==> config.mk <==
export PLATFORM = sky130hd
export DESIGN_NAME = frame_arbiter
export DESIGN_NICKNAME = d
export VERILOG_FILES = /design/src/rtl/frame_arbiter_pkg.sv /design/src/rtl/frame_arbiter_sync_delay.sv /design/src/rtl/frame_arbiter.sv
export SDC_FILE = /design/constraint.sdc
export NUM_CORES = 1
export LEC_CHECK = 0
export CORE_ASPECT_RATIO = 2
export CORE_MARGIN = 4
export CORE_UTILIZATION = 49
export CTS_CLUSTER_SIZE = 8
export DETAILED_ROUTE_END_ITERATION = 10
export PLACE_DENSITY = 0.8
export SYNTH_ARGS = -nofsm -noshare
export SYNTH_HDL_FRONTEND = slang
export SYNTH_SLANG_ARGS = --single-unit
==> constraint.sdc <==
create_clock -name vclock -period 2.6 [get_ports vclock]
set_input_delay 0.52 -clock vclock [delete_from_list [all_inputs] [get_ports vclock]]
set_output_delay 0.52 -clock vclock [all_outputs]
set_load 0.005 [all_outputs]
==> src/rtl/frame_arbiter_pkg.sv <==
// Shared constants and clear-sequencer state type for the frame-buffer arbiter.
package frame_arbiter_pkg;
  localparam int FA_H_ACTIVE    = 640;
  localparam int FA_V_ACTIVE    = 480;
  localparam int FA_PIX_W       = 4;
  localparam int FA_ADDR_W      = 18;
  localparam int FA_WORDS       = FA_H_ACTIVE * FA_V_ACTIVE / 2;
  // 320 words per line = 256 + 64, built from two shifts instead of a multiplier
  localparam int FA_LINE_SH_HI  = 8;
  localparam int FA_LINE_SH_LO  = 6;
  localparam int FA_LINE_STRIDE = (1 << FA_LINE_SH_HI) + (1 << FA_LINE_SH_LO);
  localparam int FA_PIPE_LAT    = 3;

  typedef enum logic {
    CLR_IDLE = 1'b0,
    CLR_RUN  = 1'b1
  } clr_state_t;
endpackage

==> src/rtl/frame_arbiter_sync_delay.sv <==
// N-stage shift register with a per-stage reset value; aligns blank/syncs to the pixel pipe.
module frame_arbiter_sync_delay #(
  parameter int           N       = 3,
  parameter logic [N-1:0] RST_VAL = '1
) (
  input  logic i_clk,
  input  logic i_rst,
  input  logic i_d,
  output logic o_q
);
  logic [N-1:0] r_sr;

  always_ff @(posedge i_clk or posedge i_rst) begin
    if (i_rst) r_sr <= RST_VAL;
    else       r_sr <= {r_sr[N-2:0], i_d};
  end

  assign o_q = r_sr[N-1];
endmodule

==> src/rtl/frame_arbiter.sv <==
// Single-port frame-buffer scheduler: display fetch on even active pixels, writer/clear
// accesses in every other slot, 4-bit pixel unpack and matching blank/sync delay.
module frame_arbiter
  import frame_arbiter_pkg::*;
#(
  parameter int H_ACTIVE = FA_H_ACTIVE,
  parameter int V_ACTIVE = FA_V_ACTIVE,
  parameter int PIX_W    = FA_PIX_W,
  parameter int ADDR_W   = FA_ADDR_W,
  parameter int WORDS    = FA_WORDS
) (
  input  logic                 vclock,
  input  logic                 reset,
  input  logic [9:0]           hcount,
  input  logic [9:0]           vcount,
  input  logic                 hsync,
  input  logic                 vsync,
  input  logic                 blank,
  input  logic                 wr_req,
  input  logic [ADDR_W-1:0]    wr_addr,
  input  logic [2*PIX_W-1:0]   wr_data,
  output logic                 wr_ack,
  input  logic                 clear_req,
  output logic                 clear_busy,
  output logic                 clear_done,
  output logic [ADDR_W-1:0]    mem_addr,
  output logic                 mem_we,
  output logic [2*PIX_W-1:0]   mem_din,
  input  logic [2*PIX_W-1:0]   mem_dout,
  output logic [PIX_W-1:0]     pixel,
  output logic                 blank_out,
  output logic                 hsync_out,
  output logic                 vsync_out
);
  localparam int                DW     = 2 * PIX_W;
  localparam logic [9:0]        H_LIM  = 10'(H_ACTIVE);
  localparam logic [9:0]        V_LIM  = 10'(V_ACTIVE);
  localparam logic [ADDR_W-1:0] W_LIM  = ADDR_W'(WORDS);
  localparam logic [ADDR_W-1:0] W_LAST = ADDR_W'(WORDS - 1);

  clr_state_t        r_state, w_state_nx;
  logic [ADDR_W-1:0] r_clr_ptr, w_clr_ptr_nx;
  logic [ADDR_W-1:0] r_mem_addr, w_addr_nx;
  logic              r_mem_we, w_we_nx;
  logic [DW-1:0]     r_mem_din, w_din_nx;
  logic              r_wr_ack, w_ack_nx;
  logic              r_clear_done, w_done_nx;
  logic              w_active, w_disp_slot;
  logic [ADDR_W-1:0] w_fetch_addr;
  logic              r_ev1, r_od1, r_ev2, r_od2;
  logic [DW-1:0]     r_hold;
  logic [PIX_W-1:0]  r_pixel;

  assign w_active     = (vcount < V_LIM) && (hcount < H_LIM);
  assign w_disp_slot  = w_active && !hcount[0];
  assign w_fetch_addr = (ADDR_W'(vcount) << FA_LINE_SH_HI) + (ADDR_W'(vcount) << FA_LINE_SH_LO)
                      + ADDR_W'(hcount[9:1]);

  always_comb begin
    w_state_nx   = r_state;
    w_clr_ptr_nx = r_clr_ptr;
    w_addr_nx    = r_mem_addr;
    w_we_nx      = 1'b0;
    w_din_nx     = r_mem_din;
    w_ack_nx     = 1'b0;
    w_done_nx    = 1'b0;

    if (r_state == CLR_IDLE && clear_req) begin
      w_state_nx   = CLR_RUN;
      w_clr_ptr_nx = '0;
    end

    if (w_disp_slot) begin
      w_addr_nx = w_fetch_addr;
    end else if (r_state == CLR_RUN) begin
      w_addr_nx    = r_clr_ptr;
      w_we_nx      = 1'b1;
      w_din_nx     = '0;
      w_clr_ptr_nx = r_clr_ptr + 1'b1;
      if (r_clr_ptr == W_LAST) begin
        w_state_nx = CLR_IDLE;
        w_done_nx  = 1'b1;
      end
    end else if (wr_req && !r_wr_ack) begin
      // A request still high during its own ack cycle is the one just served
      w_ack_nx = 1'b1;
      if (wr_addr < W_LIM) begin
        w_we_nx   = 1'b1;
        w_addr_nx = wr_addr;
        w_din_nx  = wr_data;
      end
    end
  end

  always_ff @(posedge vclock or posedge reset) begin
    if (reset) begin
      r_state      <= CLR_IDLE;
      r_clr_ptr    <= '0;
      r_mem_addr   <= '0;
      r_mem_we     <= 1'b0;
      r_mem_din    <= '0;
      r_wr_ack     <= 1'b0;
      r_clear_done <= 1'b0;
    end else begin
      r_state      <= w_state_nx;
      r_clr_ptr    <= w_clr_ptr_nx;
      r_mem_addr   <= w_addr_nx;
      r_mem_we     <= w_we_nx;
      r_mem_din    <= w_din_nx;
      r_wr_ack     <= w_ack_nx;
      r_clear_done <= w_done_nx;
    end
  end

  always_ff @(posedge vclock or posedge reset) begin
    if (reset) begin
      r_ev1   <= 1'b0;
      r_od1   <= 1'b0;
      r_ev2   <= 1'b0;
      r_od2   <= 1'b0;
      r_hold  <= '0;
      r_pixel <= '0;
    end else begin
      r_ev1 <= w_disp_slot;
      r_od1 <= w_active && hcount[0];
      r_ev2 <= r_ev1;
      r_od2 <= r_od1;
      if (r_ev2) begin
        r_pixel <= mem_dout[PIX_W-1:0];
        r_hold  <= mem_dout;
      end else if (r_od2) begin
        r_pixel <= r_hold[DW-1:PIX_W];
      end else begin
        r_pixel <= '0;
      end
    end
  end

  frame_arbiter_sync_delay #(.N(FA_PIPE_LAT), .RST_VAL('1)) u_blank_dly (
    .i_clk(vclock), .i_rst(reset), .i_d(blank), .o_q(blank_out)
  );
  frame_arbiter_sync_delay #(.N(FA_PIPE_LAT), .RST_VAL('1)) u_hsync_dly (
    .i_clk(vclock), .i_rst(reset), .i_d(hsync), .o_q(hsync_out)
  );
  frame_arbiter_sync_delay #(.N(FA_PIPE_LAT), .RST_VAL('1)) u_vsync_dly (
    .i_clk(vclock), .i_rst(reset), .i_d(vsync), .o_q(vsync_out)
  );

  assign mem_addr   = r_mem_addr;
  assign mem_we     = r_mem_we;
  assign mem_din    = r_mem_din;
  assign wr_ack     = r_wr_ack;
  assign clear_busy = (r_state == CLR_RUN);
  assign clear_done = r_clear_done;
  assign pixel      = r_pixel;
endmodule

==> results of run 1 <==
-- metrics by stage --
step                worst slack (ps)  utilization  setup TNS, ps
floorplan                      46.13            -              0
global placement              -493.2       0.6683          -5866
detailed placement            -589.2       0.6683          -7400
CTS                          -0.6988       0.7124        -0.6988
global route                   3.020       0.7123              0
finish                         64.05       0.7123              0
-- kinds of logic after synthesis --
group,after synthesis,synth area share
muxes,29,0.07892
xor gates and xnor gates,11,0.02564
adders and majority gates,22,0.07726
and+or+nand+nor,100,0.1479
AOI/OAI and AO/OA,91,0.1735
DFF,69,0.4625
buffers and inverters,29,0.03430
-- cells in the final DEF, fill, tap and decap left out, types with 7 or more instances in the layout --
cell,instances
dfstp_2,9
a21oi_1,21
a22o_1,12
mux2i_1,24
nand3_1,9
a21o_1,9
xnor2_1,7
ha_1,17
clkbuf_16,10
o21ai_0,20
nor3_1,16
nand2_1,33
dfrtp_1,60
buf_4,36
clkdlybuf4s50_1,91
inv_1,7
-- per-layer routing --
layer	vias to the layer above	track usage
met2	111	0.4094
met5	-	0
met3	32	0.04046
li1	1538	-
met4	0	0.1226
met1	1565	0.2271
-- final cells by class --
type	instances	area, um2
Timing Repair Buffer	134	1247
Tap cell	94	117.6
Inverter	11	41.29
Clock inverter	5	35.03
Sequential cell	69	1738
Clock buffer	11	254.0
Fill cell	598	2171
Multi-Input combinational cell	253	1941
-- flip-flops by register name, indices dropped and copies added, names as in the netlist --
name / flops
mem_addr: 18
r_clr_ptr: 18
mem_din: 8
pixel: 4
r_hold: 4
u_blank_dly.r_sr: 3
u_hsync_dly.r_sr: 3
u_vsync_dly.r_sr: 3
clear_busy: 1
clear_done: 1
mem_we: 1
r_ev1: 1
r_ev2: 1
r_od1: 1
r_od2: 1
wr_ack: 1
-- report_power, final --
group	leakage [nW]	internal (W)	total, W	switching [W]
registers	0.860	0.00124	0.00139	0.000157
logic	1.48	0.000523	0.000904	0.000381
clock network	0.141	0.000702	0.00114	0.000442
total	2.48	0.00246	0.00344	0.000980
-- worst max-delay path: cells and delay by family --
| kind | cells | cell delay, ps |
|---|---|---|
| buffers and inverters | 3 | 780 |
| multiplexers | 1 | 80 |
| XOR/XNOR | 1 | 160 |
| AO/OA/AOI/OAI | 3 | 640 |
| adder cells (fa/ha/maj) | 2 | 580 |
-- path summary, 6_finish.rpt --
path / slack (ps) / to / from / depth (start not counted)
min in group asynchronous: 510 / pixel[3] / reset / 2
max reg2reg: 440 / r_clr_ptr[17] / clear_busy / 6
max: 60 / mem_addr[15] / vcount[5] / 10
max in group asynchronous: 1430 / u_blank_dly.r_sr[1] / reset / 3
min reg2reg: 350 / r_ev2 / r_ev1 / 0
min: 350 / r_ev2 / r_ev1 / 0
-- timing repair --
item                                    4_1_cts  5_1_grt
endpoints found under the setup margin        6        6
resized for setup                            16        5
pin swaps                                     8        7
setup buffers                                 1        1
==> run summary, run 1 <==
Run status - complete, no violations
# nets final - 561
Slew @ Worst Pin - 589.7 ps
PD cells - 640.5 nW/um2
GP Congestion - 0.8961
H-tree levels - 3
Gr usage total - 0.2212
Antenna viol nets, final - 0
Wire length on met2 - 5552 um
Crit-path cells - clkdlybuf4s50_1 -> ha_1 -> ha_1 -> a21o_1 -> a221oi_2 -> buf_4 -> buf_4 -> o21bai_1 -> xnor2_1 -> mux2i_1
DIE WIDTH - 69.92 um
Post-Route WL - 10030 um
Worst min-delay path class - reg -> reg
Total Power - 0.003442 W
Port Buffers - 97
Cell area after synthesis - 3757 um2
First-pass GRT wire length - 16160 um
Top cells by instance count after synthesis - 60 x dfrtp_1, 33 x nand2_1, 24 x mux2i_1
Most frequent cell after synthesis - dfrtp_1
Crit start category - primary input
Final setup viols - 0
Max FO, Critical Path - 3
P&R area growth vs syn - 43.02%
Remaining global-route overflow - 0
Avg WL per Cell - 17.39 um
Total CTS buffers - 9
Kind of end point of the critical path - flip-flop
Initial Util - 0.4980
CTS Sinks - 69
Number of I/O pins - 98
Die area - 9218 um2
Synth area leader - dfrtp_1
Peak Freq - 394.3 MHz
Die H - 131.8 um
Row cnt - 45
Final instance area - 5374 um2
Iteration-0 DRC Markers - 133
Minimum clock period - 2536 ps
DR top layer - met4
Number of enable flip-flop cells after synthesis - 0
Crit path kind - in -> reg
Core Area - 7545 um2
CTS tree - yes
WP data required - 2810 ps
Vias in the first global route - 3374
Mapped Avg Cell Area - 10.70 um2
Asr flop ratio synth - 1.000
Dpl cells - 559
Total of max-cap violations - 0
Final hold slack - 347.3 ps
Crit-path slowest cell - clkdlybuf4s50_1
Ys flop type - dfrtp_1
CP arrival - 2740 ps
Largest cells by area after synthesis - dfrtp_1 40%, ha_1 6.7%, mux2i_1 6.4%, dfstp_2 6.3%, nand2_1 3.3%
Pins Over Slew Limit - 0
Sequential share of the synthesized area - 0.4625
Area after DPL - 5042 um2
Syn nets - 434
Drt pass-1 iters - 4
Syn. warnings - 0
Via Count - 3246
Largest net degree at the start of global routing - 51
LEAKAGE - 2.483 nW
Synth Instances - 351
Clock slew at reported path FFs - 60 ps
RSZ-0062 raised after global routing - no
Share of the synthesized area in the top cell type - 0.3996
Layout cell share with drive strength beyond 1 - 0.1925
Synth unique cells - 56
Routed length on met1 - 3553 um
Clock Tree Buf Depth - 2
Hold Buf Count CTS - 0
Clk_lat worst skew - 330 ps
Final number of hold-violating endpoints - 0
Ant diodes - 0
Initial antenna violation count - 0
Metal3 WL - 452 um
CTS root buffer - clkbuf_16
Slew headroom - 0.6069
Filler-free cell count of the finished design - 577
Worst VDD drop - 0.3462 mV
Vias per cell - 5.626
Final HPWL DP - 7752 um
Crit share post-route - 0.9754
#FFs+latches synth - 69
DRC - 0
Clock skew - 5.480 ps
CP max stage delay - 520 ps
Note: power is estimated with default switching activity, not from simulation.
==> run 2: changes to the inputs <==
--- a/config.mk
+++ b/config.mk
@@ -10,6 +10,7 @@
 export CORE_UTILIZATION = 49
 export CTS_CLUSTER_SIZE = 8
 export DETAILED_ROUTE_END_ITERATION = 10
+export GPL_ROUTABILITY_DRIVEN = 1
 export PLACE_DENSITY = 0.8
 export SYNTH_ARGS = -nofsm -noshare
 export SYNTH_HDL_FRONTEND = slang
==> results of run 2 <==
Same layout as run 1: the final DEF is identical, and so are final timing and power.
